--- src/rtl/fetch_pkg.sv ---
// Shared definitions for the instruction fetch unit: FSM state encoding and
// the PC alignment mask.
package fetch_pkg;

  typedef enum logic [2:0] {
    IDLE  = 3'd0,
    FETCH = 3'd1,
    VALID = 3'd2,
    DROP  = 3'd3,
    FAULT = 3'd4
  } fetch_state_e;

  // Low PC bits that must be zero for a word-aligned fetch.
  localparam logic [1:0] ALIGN_MASK = 2'b11;

  function automatic logic is_misaligned(input logic [1:0] lsb);
    return (lsb & ALIGN_MASK) != 2'b00;
  endfunction

endpackage

--- src/rtl/fetch_unit_register.sv ---
// Generic write-enabled register with asynchronous active-high reset.
module Register #(
  parameter int                   BIT_WIDTH   = 32,
  parameter logic [BIT_WIDTH-1:0] RESET_VALUE = '0
) (
  input  logic                 clk,
  input  logic                 reset,
  input  logic                 wrtEn,
  input  logic [BIT_WIDTH-1:0] dataIn,
  output logic [BIT_WIDTH-1:0] dataOut
);

  // Load dataIn when enabled; reset forces RESET_VALUE immediately.
  always_ff @(posedge clk or posedge reset) begin
    if (reset)      dataOut <= RESET_VALUE;
    else if (wrtEn) dataOut <= dataIn;
  end

endmodule

--- src/rtl/fetch_unit.sv ---
// Instruction fetch unit: issues one instruction-memory request per PC,
// presents the returned word downstream and grants the PC register its +4.
// Optional build macro FETCH_PERF_CNT_EN adds the fetchCount output.
module fetch_unit
  import fetch_pkg::*;
#(
  parameter int DBITS = 32
) (
  input  logic             clk,
  input  logic             reset,
  input  logic [DBITS-1:0] pc,
  input  logic             flush,
  input  logic             stallIn,
  output logic             imemReq,
  output logic [DBITS-1:0] imemAddr,
  input  logic             imemAck,
  input  logic [31:0]      imemData,
  output logic [31:0]      instOut,
  output logic [DBITS-1:0] instPc,
  output logic             instValid,
  output logic             pcAdvance,
`ifdef FETCH_PERF_CNT_EN
  output logic [31:0]      fetchCount,
`endif
  output logic             fault
);

  fetch_state_e     state, state_next;
  logic             fresh;     // first cycle of a FETCH: address comes straight from pc
  logic             restart;   // next cycle is a fresh FETCH
  logic             bad_pc;
  logic [DBITS-1:0] addr_q;

  // The PC register only updates at the edge that enters FETCH, so the first
  // FETCH cycle uses pc live and captures it; later cycles replay the capture.
  assign imemAddr = fresh ? pc : addr_q;
  assign bad_pc   = fresh && is_misaligned(pc[1:0]);

  // State, fresh-entry flag and captured request address.
  always_ff @(posedge clk or posedge reset) begin
    if (reset) begin
      state  <= IDLE;
      fresh  <= 1'b0;
      addr_q <= '0;
    end else begin
      state <= state_next;
      fresh <= restart;
      if (fresh) addr_q <= pc;
    end
  end

  // Next-state and handshake outputs.
  always_comb begin
    state_next = state;
    restart    = 1'b0;
    imemReq    = 1'b0;
    pcAdvance  = 1'b0;
    instValid  = 1'b0;
    fault      = 1'b0;
    unique case (state)
      IDLE: begin
        state_next = FETCH;
        restart    = 1'b1;
      end
      FETCH: begin
        if (bad_pc) begin
          if (flush) begin
            state_next = FETCH;
            restart    = 1'b1;
          end else begin
            fault      = 1'b1;
            state_next = FAULT;
          end
        end else begin
          imemReq = 1'b1;
          if (imemAck && !flush) begin
            pcAdvance  = 1'b1;
            state_next = VALID;
          end else if (imemAck && flush) begin
            state_next = FETCH;
            restart    = 1'b1;
          end else if (flush) begin
            state_next = DROP;
          end
        end
      end
      DROP: begin
        imemReq = 1'b1;
        if (!flush && imemAck) begin
          state_next = FETCH;
          restart    = 1'b1;
        end
      end
      VALID: begin
        instValid = 1'b1;
        if (flush || !stallIn) begin
          state_next = FETCH;
          restart    = 1'b1;
        end
      end
      FAULT: begin
        fault = 1'b1;
        if (flush) begin
          state_next = FETCH;
          restart    = 1'b1;
        end
      end
      default: state_next = IDLE;
    endcase
  end

  Register #(
    .BIT_WIDTH  (32),
    .RESET_VALUE('0)
  ) u_inst_reg (
    .clk    (clk),
    .reset  (reset),
    .wrtEn  (pcAdvance),
    .dataIn (imemData),
    .dataOut(instOut)
  );

  Register #(
    .BIT_WIDTH  (DBITS),
    .RESET_VALUE('0)
  ) u_pc_reg (
    .clk    (clk),
    .reset  (reset),
    .wrtEn  (pcAdvance),
    .dataIn (imemAddr),
    .dataOut(instPc)
  );

`ifdef FETCH_PERF_CNT_EN
  // Count instructions consumed downstream; wraps naturally at 2^32.
  always_ff @(posedge clk or posedge reset) begin
    if (reset)                                    fetchCount <= '0;
    else if (state == VALID && !stallIn && !flush) fetchCount <= fetchCount + 32'd1;
  end
`endif

endmodule
--- config.mk ---
export PLATFORM = sky130hd
export DESIGN_NAME = fetch_unit
export DESIGN_NICKNAME = d
export VERILOG_FILES = /design/src/rtl/fetch_pkg.sv /design/src/rtl/fetch_unit_register.sv /design/src/rtl/fetch_unit.sv
export SDC_FILE = /design/constraint.sdc
export NUM_CORES = 1
export LEC_CHECK = 0
export ABC_AREA = 1
export BUFFER_PORTS_ARGS = -buffer_cell sky130_fd_sc_hd__buf_4
export CORE_ASPECT_RATIO = 1.2
export CORE_MARGIN = 3
export CORE_UTILIZATION = 32
export DETAILED_ROUTE_END_ITERATION = 16
export SYNTH_ARGS = -nofsm -noshare
export SYNTH_HDL_FRONTEND = slang
export SYNTH_SLANG_ARGS = --single-unit
--- constraint.sdc ---
create_clock -name clk -period 3.8 [get_ports clk]
set_input_delay 0.76 -clock clk [delete_from_list [all_inputs] [get_ports clk]]
set_output_delay 0.76 -clock clk [all_outputs]
set_load 0.01 [all_outputs]
==> summary.txt <==
Route
  • Initial DRC Count: 223
  • Routed WL: 10100 µm
  • Met2 WL: 5020 µm
  • Highest layer used for signal routing: met4
  • Vias/cell: 4.45
  • WL met3: 662 µm
  • WL per Instance: 13.6 µm
  • Pre-antenna DRT Iters: 4
  • Vias after detailed routing: 3319
  • Post-detailed-route count of antenna-violating nets: 0
  • WL met1: 4370 µm
  • DRC: 0

Synth
  • Count leader, synth: nand2_1
  • Cell area after synthesis: 3880 µm²
  • Yosys top cell by area: dfrtp_1
  • Yosys warns: 0
  • EDFF count, synth: 0
  • Synth cell types: 18
  • Commonest cells post-synth: nand2_1, dfrtp_1, nor2_1
  • Avg Inst Size Synth: 9.19 µm²
  • #FFs+latches synth: 100
  • Syn Inst Count: 422
  • Share of the synthesized area in the top cell type: 64.5%
  • Prevailing post-synth register cell: dfrtp_1
  • Largest cells by area after synthesis: dfrtp_1, nand2_1, a31oi_1
  • Ys async rst share: 100%
  • Syn Nets: 491
  • Sequential-to-total area share from yosys stat: 64.5%

Timing
  • Clk_skew: 0.00685 ns
  • Final setup TNS: 0 ns
  • Rel. slew slack: 25.8%
  • Final min period: 3.08 ns
  • Unrepaired setup endpoints after global routing: no
  • Final setup violation count: 0
  • Measured slew at the worst slew-check pin: 1.11 ns
  • Final Hold Viols: 0
  • Slew Limit Fails: 0
  • Fmax: 325 MHz
  • Fin crit share: 81.0%

Worst setup path
  • Most used cell, CP: nand2_1
  • Critical path depth: 4
  • Top delay family on crit path: buffers and inverters
  • Max stage delay on crit path: 0.91 ns
  • Crit path DAT: 2.32 ns
  • Critical Path RT: 3.04 ns
  • Critical path class: flop to output pin
  • Critical path endpoint category: output pin
  • Worst-path cell chain: inv_1 > nand2_1 > nand2_1 > buf_4
  • Slowest cell on crit path: inv_1
  • Crit Path Max Fanout: 32
  • Buf/Inv on CP: 2
  • CP startpoint kind: flop
  • FF-to-FF path depth: 7
  • Reg-to-reg setup timing slack: 1.26 ns

Die
  • Chip width: 107 µm
  • Initial core utilization: 33.1%
  • Row count: 43
  • Die Ht: 127 µm
  • Core Area: 11700 µm²
  • Die area: 13500 µm²
  • Io pins: 169

CTS
  • # hold bufs at CTS: 0
  • Total CTS buffers: 9
  • Clk slew on worst S/H paths: 0.07 ns
  • Skew-Pair Late Insertion Delay: 0.33 ns
  • H-Tree Depth: 3
  • CTS tree: yes
  • CTS resizes: 0
  • Setup repair bufs after CTS: 0
  • CTS max path bufs: 2
  • Clk sink count: 100
  • Clk root buf: clkbuf_16

Cells and area
  • Final net count: 654
  • FILL cells: 1151
  • Share of layout cells above drive strength 1: 32.8%
  • Area delta synth->final: 43.9%
  • Antenna Cells: 0

Placement
  • GPL Wtd Cong: 0.834
  • Port Buf Inserts: 168
  • Post-DP HPWL: 7280 µm

Min path
  • Worst Hold Depth: 2
  • Hold Path Class: flop to flop

GRT
  • Vias in the first global route: 3236
  • Total grt overflow: 0
  • Initial antenna violation count: 0
  • Gr usage total: 14.6%
  • First-pass GRT wire length: 15900 µm
  • Largest net degree at the start of global routing: 84

Outcome
  • Status: complete, no violations

Job
  • Max cap viols: 0

Power
  • Peak supply drop: 0.408 mV
  • Pwr Density: 904 nW/µm²
  • Tot Pwr: 5.05 mW
  • P_leak: 2.98 nW
[through the flow]
step	std cells	setup WS, ns	hold WS [ns]	cell area, µm²	utilization (%)
final	746	0.721	0.473	5580	47.6
after floorplan	422	0.421	0.484	3880	-
after CTS	746	0.644	0.480	5580	47.6
after global routing	746	0.457	0.498	5580	47.6
after detailed placement	731	0.952	0.464	5250	44.8
after global placement	731	1.03	0.456	5250	44.8
[layout by cell type, fill, tap and decap left out]
cell / instances
nand3_1: 2
nor2_4: 2
a31oi_1: 32
inv_4: 1
clkinv_4: 1
buf_4: 172
bufinv_16: 2
nand2_1: 208
o21ai_0: 4
dfrtp_1: 100
clkbuf_8: 3
inv_1: 6
inv_2: 2
o21ai_1: 1
a21oi_1: 3
o2111ai_1: 1
clkbuf_16: 9
nor2_1: 37
nand2_2: 1
o211ai_1: 2
[metal layers]
| layer | global-route usage (%) | up-vias |
|---|---|---|
| met5 | 0 | - |
| met4 | 3.91 | 0 |
| met3 | 3.92 | 6 |
| met2 | 24.9 | 109 |
| met1 | 18.5 | 1549 |
| li1 | - | 1655 |
[flip-flops by register name, summed over array words and instances, names as in the netlist]
register,count
u_pc_reg.dataOut,32
u_inst_reg.dataOut,32
addr_q,32
fresh,1
state,3
[final timing paths]
| kind | from | to |
|---|---|---|
| min in group asynchronous | reset | u_inst_reg.dataOut[4] |
| worst min register to register | u_inst_reg.dataOut[3] | u_inst_reg.dataOut[3] |
| worst min-delay path | u_inst_reg.dataOut[3] | u_inst_reg.dataOut[3] |
| max in group asynchronous | reset | state[0] |
| worst max register to register | fresh | u_pc_reg.dataOut[0] |
| worst max-delay path | fresh | imemAddr[22] |
[layout make-up]
| type | instances | area (µm²) | share of cell area (%) |
|---|---|---|---|
| Tap cell | 157 | 196 | 3.52 |
| Multi-Input combinational cell | 293 | 1220 | 21.9 |
| Inverter | 9 | 36.3 | 0.650 |
| Sequential cell | 100 | 2500 | 44.8 |
| Clock inverter | 3 | 68.8 | 1.23 |
| Clock buffer | 12 | 267 | 4.77 |
| Timing Repair Buffer | 172 | 1290 | 23.1 |
[worst reg2reg max path, cell delays in order, from the launching register on]
cell	delay [ns]
dfrtp_1	0.60
o21ai_1	0.30
nand2_2	0.12
nor2_4	0.23
buf_4	0.46
buf_4	0.49
nor2_1	0.10
a31oi_1	0.15
[logic make-up after synthesis]
| family | Yosys count | synth area share (%) |
|---|---|---|
| AND/OR/NAND/NOR | 250 | 24.7 |
| flip-flops | 100 | 64.5 |
| AO/OA/AOI/OAI | 43 | 6.80 |
| buffers and inverters | 29 | 4.00 |
[report_power, final]
group	switching [mW]	internal (mW)
combinational	1.18	1.01
sequential	0.278	1.58
clock	0.368	0.628
total	1.83	3.22
No activity file was read; power rests on OpenSTA's default activity.
